===== src/rtl/sfr_wr_arbiter.sv =====
// Arbitrates CPU and debug-loader SFR writes onto one registered op/byte bus (IDLE -> ISSUE -> ACK).
// Build macro SFR_ARB_CPU_PRIO_EN: simultaneous requests always go to the CPU instead of round-robin.
`ifndef SFR_OP_LEN
`define SFR_OP_LEN 8
`endif

module sfr_wr_arbiter #(
    parameter int OP_W = `SFR_OP_LEN
) (
    input  logic            i_clk,
    input  logic            i_rst,
    input  logic            i_cpu_req,
    input  logic [OP_W-1:0] i_cpu_op,
    input  logic [7:0]      i_cpu_byte,
    output logic            o_cpu_ack,
    input  logic            i_dbg_req,
    input  logic [OP_W-1:0] i_dbg_op,
    input  logic [7:0]      i_dbg_byte,
    output logic            o_dbg_ack,
    output logic [OP_W-1:0] o_op,
    output logic [7:0]      o_byte,
    output logic            o_busy,
    output logic            o_owner
);

    typedef enum logic [1:0] {
        ST_IDLE  = 2'd0,
        ST_ISSUE = 2'd1,
        ST_ACK   = 2'd2
    } state_t;

    state_t          state_r;
    state_t          state_nxt_s;
    logic            grant_s;
    logic            win_dbg_s;
    logic [OP_W-1:0] op_nxt_s;
    logic [7:0]      byte_nxt_s;
    logic            cpu_ack_nxt_s;
    logic            dbg_ack_nxt_s;
    logic            owner_nxt_s;
    logic            busy_nxt_s;

    assign grant_s = i_cpu_req | i_dbg_req;

    // Tie-break: winner selection among pending requesters
    always_comb begin
        win_dbg_s = 1'b0;
        if (i_cpu_req && i_dbg_req) begin
`ifdef SFR_ARB_CPU_PRIO_EN
            win_dbg_s = 1'b0;
`else
            win_dbg_s = ~o_owner;
`endif
        end else if (i_dbg_req) begin
            win_dbg_s = 1'b1;
        end else begin
            win_dbg_s = 1'b0;
        end
    end

    // State register
    always_ff @(posedge i_clk) begin
        if (i_rst) begin
            state_r <= ST_IDLE;
        end else begin
            state_r <= state_nxt_s;
        end
    end

    // Next-state logic; requests only matter in IDLE
    always_comb begin
        state_nxt_s = ST_IDLE;
        case (state_r)
            ST_IDLE: begin
                if (grant_s) begin
                    state_nxt_s = ST_ISSUE;
                end else begin
                    state_nxt_s = ST_IDLE;
                end
            end
            ST_ISSUE: state_nxt_s = ST_ACK;
            ST_ACK:   state_nxt_s = ST_IDLE;
            default:  state_nxt_s = ST_IDLE;
        endcase
    end

    // Output next-values; the ack goes to o_owner, which holds the winner for the whole transfer
    always_comb begin
        op_nxt_s      = {OP_W{1'b0}};
        byte_nxt_s    = o_byte;
        cpu_ack_nxt_s = 1'b0;
        dbg_ack_nxt_s = 1'b0;
        owner_nxt_s   = o_owner;
        busy_nxt_s    = (state_nxt_s != ST_IDLE);
        case (state_r)
            ST_IDLE: begin
                if (grant_s) begin
                    op_nxt_s    = win_dbg_s ? i_dbg_op : i_cpu_op;
                    byte_nxt_s  = win_dbg_s ? i_dbg_byte : i_cpu_byte;
                    owner_nxt_s = win_dbg_s;
                end else begin
                    op_nxt_s    = {OP_W{1'b0}};
                    byte_nxt_s  = o_byte;
                    owner_nxt_s = o_owner;
                end
            end
            ST_ISSUE: begin
                cpu_ack_nxt_s = ~o_owner;
                dbg_ack_nxt_s = o_owner;
            end
            ST_ACK: begin
                cpu_ack_nxt_s = 1'b0;
                dbg_ack_nxt_s = 1'b0;
            end
            default: begin
                cpu_ack_nxt_s = 1'b0;
                dbg_ack_nxt_s = 1'b0;
            end
        endcase
    end

    // Output registers
    always_ff @(posedge i_clk) begin
        if (i_rst) begin
            o_op      <= {OP_W{1'b0}};
            o_byte    <= 8'h00;
            o_busy    <= 1'b0;
            o_cpu_ack <= 1'b0;
            o_dbg_ack <= 1'b0;
            o_owner   <= 1'b1;
        end else begin
            o_op      <= op_nxt_s;
            o_byte    <= byte_nxt_s;
            o_busy    <= busy_nxt_s;
            o_cpu_ack <= cpu_ack_nxt_s;
            o_dbg_ack <= dbg_ack_nxt_s;
            o_owner   <= owner_nxt_s;
        end
    end

endmodule


===== config.mk =====
export PLATFORM = sky130hd
export DESIGN_NAME = sfr_wr_arbiter
export DESIGN_NICKNAME = d
export VERILOG_FILES = /design/src/rtl/sfr_wr_arbiter.sv
export SDC_FILE = /design/constraint.sdc
export NUM_CORES = 1
export LEC_CHECK = 0
export ABC_AREA = 1
export CAP_MARGIN = 0
export CELL_PAD_IN_SITES_DETAIL_PLACEMENT = 0
export CELL_PAD_IN_SITES_GLOBAL_PLACEMENT = 1
export CORE_MARGIN = 2
export CORE_UTILIZATION = 27
export DETAILED_ROUTE_END_ITERATION = 12
export PLACE_DENSITY = 0.95
export RECOVER_POWER = 50
export SYNTH_ARGS = -nofsm -noshare
export SYNTH_HDL_FRONTEND = slang
export SYNTH_SLANG_ARGS = --single-unit

===== constraint.sdc =====
create_clock -name i_clk -period 2.3 [get_ports i_clk]
set_input_delay 0.46 -clock i_clk [delete_from_list [all_inputs] [get_ports i_clk]]
set_output_delay 0.46 -clock i_clk [all_outputs]
set_load 0.01 [all_outputs]

==> impl_metrics.xml <==
<?xml version="1.0" encoding="UTF-8"?>
<metrics>
  <group name="outcome">
    <metric name="result_of_the_run" unit="">finished clean</metric>
  </group>
  <group name="logic_synthesis">
    <metric name="postSynthRegisterBits" unit="">22</metric>
    <metric name="synth_top_cell_area_share" unit="%">45.0</metric>
    <metric name="synth-adder-area-share" unit="%">0</metric>
    <metric name="synth-compound-area-share" unit="%">11.1</metric>
    <metric name="yosys.cell_types.count" unit="">15</metric>
    <metric name="synth_area_per_cell" unit="µm²">7.15</metric>
    <metric name="synth-warning-count" unit="">0</metric>
    <metric name="synthesis.instances" unit="">137</metric>
    <metric name="synth.yosys.seq_area_share" unit="%">45.0</metric>
    <metric name="yosys.area.top_type" unit="">sky130_fd_sc_hd__dfxtp_1</metric>
    <metric name="xor_xnor_portion_of_the_synthesized_cell_area" unit="%">0</metric>
    <metric name="synthTopCellsByArea" unit="">sky130_fd_sc_hd__dfxtp_1, sky130_fd_sc_hd__nand2_1, sky130_fd_sc_hd__nand3_1</metric>
    <metric name="synth-simple-area-share" unit="%">35.2</metric>
    <metric name="synthMuxAreaShare" unit="%">0</metric>
    <metric name="main_combinational_cell_family_by_area_after_synthesis" unit="">simple AND/OR/NAND/NOR gates</metric>
    <metric name="synth.cell_area" unit="µm²">980</metric>
    <metric name="mappedNetlistNets" unit="">173</metric>
  </group>
  <group name="critical_path">
    <metric name="worstPathRequired" unit="ns">2.54</metric>
    <metric name="reg2reg_setup_slack" unit="ns">1.07</metric>
    <metric name="timing.critical_path.to_type" unit="">flop</metric>
    <metric name="crit_type" unit="">in2reg</metric>
    <metric name="worst-endpoint-arrival" unit="ns">2.03</metric>
    <metric name="critPathMaxFanout" unit="">10</metric>
    <metric name="setup.worst_path.start_class" unit="">input port</metric>
    <metric name="reg2reg_from" unit="">o_owner</metric>
    <metric name="startpoint" unit="">i_dbg_req</metric>
  </group>
  <group name="cts">
    <metric name="cts_root_buffer" unit="">sky130_fd_sc_hd__clkbuf_4</metric>
    <metric name="cts_inserted_buffers" unit="">3</metric>
    <metric name="post_cts_hold_buffer_count" unit="">0</metric>
    <metric name="post_cts_sizing_count" unit="">0</metric>
    <metric name="cts_buffer_depth" unit="">2</metric>
    <metric name="cts_tree" unit="">built</metric>
    <metric name="post_cts_repair_setup_buffers" unit="">0</metric>
    <metric name="clkLatencyLatePin" unit="ns">0.31</metric>
    <metric name="clk_pin_slew_worst_paths" unit="ns">0.13</metric>
    <metric name="cts.sink_count" unit="">22</metric>
    <metric name="clock_tree.htree_level_count" unit="">1</metric>
  </group>
  <group name="sta">
    <metric name="setup-tns-final" unit="ns">0</metric>
    <metric name="grt_setup_unrepaired" unit="">no</metric>
    <metric name="max_slew.worst_pin.slew" unit="ns">0.668</metric>
    <metric name="maxSlewViolCount" unit="">0</metric>
    <metric name="hold_viol" unit="">0</metric>
    <metric name="setup_viol_count_final" unit="">0</metric>
    <metric name="worst_slew_margin_rel" unit="%">55.2</metric>
    <metric name="fin_skew" unit="ns">0.0114</metric>
    <metric name="finalCritPeriodShare" unit="%">78.0</metric>
    <metric name="fmax" unit="MHz">558</metric>
    <metric name="finalCriticalPeriod" unit="ns">1.79</metric>
  </group>
  <group name="die">
    <metric name="fp.dieH" unit="µm">64.2</metric>
    <metric name="die_x" unit="µm">64.2</metric>
    <metric name="io_pins" unit="">56</metric>
    <metric name="placement_rows" unit="">21</metric>
    <metric name="die-area" unit="mm²">0.00413</metric>
    <metric name="design.core.area" unit="mm²">0.00342</metric>
    <metric name="floorplan.initialDensity" unit="%">28.7</metric>
  </group>
  <group name="place">
    <metric name="io_buffers" unit="">55</metric>
    <metric name="place.detailed.hpwl" unit="mm">1.83</metric>
    <metric name="gp_congestion" unit="">0.710</metric>
  </group>
  <group name="routing">
    <metric name="post_dr_vias_cell" unit="">4.11</metric>
    <metric name="detail-route-antenna-nets" unit="">0</metric>
    <metric name="totalWireLength" unit="mm">2.43</metric>
    <metric name="drt_iter0_drc" unit="">16</metric>
    <metric name="detail_route.drc_violations" unit="">0</metric>
    <metric name="route.vias.total" unit="">978</metric>
    <metric name="dr.pass1.iters" unit="">4</metric>
    <metric name="wl_per_cell" unit="µm">10.2</metric>
  </group>
  <group name="grt">
    <metric name="grt_max_degree" unit="">21</metric>
    <metric name="grt_usage" unit="%">12.5</metric>
    <metric name="number_of_antenna_violations_at_the_first_check_in_global_routing" unit="">0</metric>
    <metric name="grt_remaining_overflow" unit="">0</metric>
    <metric name="first_global_vias" unit="">866</metric>
    <metric name="grt_pass1_wl" unit="mm">4.02</metric>
  </group>
  <group name="power">
    <metric name="leakage" unit="nW">0.703</metric>
    <metric name="p_per_area" unit="mW/mm²">571</metric>
    <metric name="power_switching_share" unit="%">27.8</metric>
    <metric name="worst_voltage_drop_across_the_vdd_grid" unit="mV">0.225</metric>
    <metric name="internal_power" unit="mW">0.656</metric>
    <metric name="power.combinational.fraction" unit="%">28.9</metric>
    <metric name="clock_power_share" unit="%">23.8</metric>
    <metric name="p_total" unit="mW">0.909</metric>
    <metric name="net-switching-power" unit="mW">0.253</metric>
    <metric name="seq_power_share" unit="%">47.3</metric>
  </group>
  <group name="finish">
    <metric name="post_route_cells_drive_above_1_share" unit="%">4.17</metric>
    <metric name="antenna_cells_inserted" unit="">0</metric>
    <metric name="final_net_count" unit="">229</metric>
    <metric name="syn2layout_area_growth" unit="%">62.6</metric>
  </group>
  <group name="hold_path">
    <metric name="holdCritStartpoint" unit="">o_owner</metric>
    <metric name="hp-class" unit="">reg2reg</metric>
  </group>
  <group name="job">
    <metric name="max-cap-violations" unit="">0</metric>
  </group>
</metrics>
==> registers in the layout, indices dropped and copies added (netlist names) <==
signal / cells
o_byte: 8
o_op: 8
state_r: 2
o_busy: 1
o_cpu_ack: 1
o_dbg_ack: 1
o_owner: 1
==> cell usage after synthesis <==
cell / n
sky130_fd_sc_hd__nand2_1: 36
sky130_fd_sc_hd__dfxtp_1: 22
sky130_fd_sc_hd__nand3_1: 19
sky130_fd_sc_hd__nor2_1: 19
sky130_fd_sc_hd__inv_1: 14
sky130_fd_sc_hd__a21oi_1: 8
sky130_fd_sc_hd__a21boi_0: 5
sky130_fd_sc_hd__buf_2: 5
sky130_fd_sc_hd__a21boi_1: 3
sky130_fd_sc_hd__buf_4: 1
sky130_fd_sc_hd__nand2_2: 1
sky130_fd_sc_hd__nand2_4: 1
sky130_fd_sc_hd__nor2_2: 1
sky130_fd_sc_hd__nor2_8: 1
sky130_fd_sc_hd__o21ai_2: 1
==> final timing paths <==
kind | endpoint | cells past startpoint
setup / recovery | o_op[3] | 5
hold / removal | o_dbg_ack | 2
setup reg to reg | o_byte[2] | 5
hold reg to reg | o_dbg_ack | 2
==> worst max-delay path, cell delays in order <==
cell                            delay (ns)
sky130_fd_sc_hd__dlygate4sd3_1        0.74
sky130_fd_sc_hd__nor2_1               0.18
sky130_fd_sc_hd__nor2_8               0.21
sky130_fd_sc_hd__nand2_1              0.23
sky130_fd_sc_hd__a21oi_1              0.20
==> cell families after synthesis <==
family	count (synthesis)
simple gates	78
compound gates	17
buf+inv	20
flops	22
==> power groups by stage <==
stage	Sequential, mW	Combinational (mW)	Clock, mW
2_1_floorplan	0.454	0.113	0
6_report	0.430	0.263	0.217
5_1_grt	0.434	0.293	0.243
3_5_place_dp	0.439	0.270	0
4_1_cts	0.431	0.271	0.227
3_3_place_gp	0.439	0.269	0
==> layout by cell type (no fill, tap or decap), types with 3 or more instances in the layout <==
cell                              count
sky130_fd_sc_hd__inv_1               14
sky130_fd_sc_hd__dfxtp_1             22
sky130_fd_sc_hd__clkbuf_4             3
sky130_fd_sc_hd__a21boi_0             5
sky130_fd_sc_hd__nand2_1             37
sky130_fd_sc_hd__a21boi_1             3
sky130_fd_sc_hd__nand3_1             19
sky130_fd_sc_hd__nor2_1              20
sky130_fd_sc_hd__clkdlybuf4s50_1     53
sky130_fd_sc_hd__a21oi_1              8
==> per-stage QoR <==
stage                     worst slack [ns]  hold slack [ns]  instances  cell area [µm²]  util, %
after floorplan                       1.15            0.487        137              980        -
after global placement               0.432            0.492        234             1570     46.0
after detailed placement             0.421            0.497        234             1570     46.0
after CTS                            0.496            0.522        238             1610     47.0
after global routing                 0.373            0.533        238             1590     46.6
final                                0.507            0.520        238             1590     46.6
==> routing by layer <==
| layer | global-route usage [%] | wire length (µm) | vias up |
|---|---|---|---|
| met5 | 0 | 0 | - |
| met4 | 3.99 | 13 | 0 |
| met3 | 4.23 | 180 | 2 |
| met2 | 19.3 | 1120 | 29 |
| met1 | 16.3 | 1120 | 410 |
| li1 | - | - | 537 |
==> cell type report <==
| class | instances | area (µm²) |
|---|---|---|
| clock buffers | 4 | 36.3 |
| fillers | 359 | 1820 |
| inverters | 14 | 52.6 |
| multi-input cells | 95 | 440 |
| flip-flops and latches | 22 | 440 |
| well taps | 46 | 57.6 |
| repair buffers | 57 | 566 |
Power figures use the tool's default switching activity.
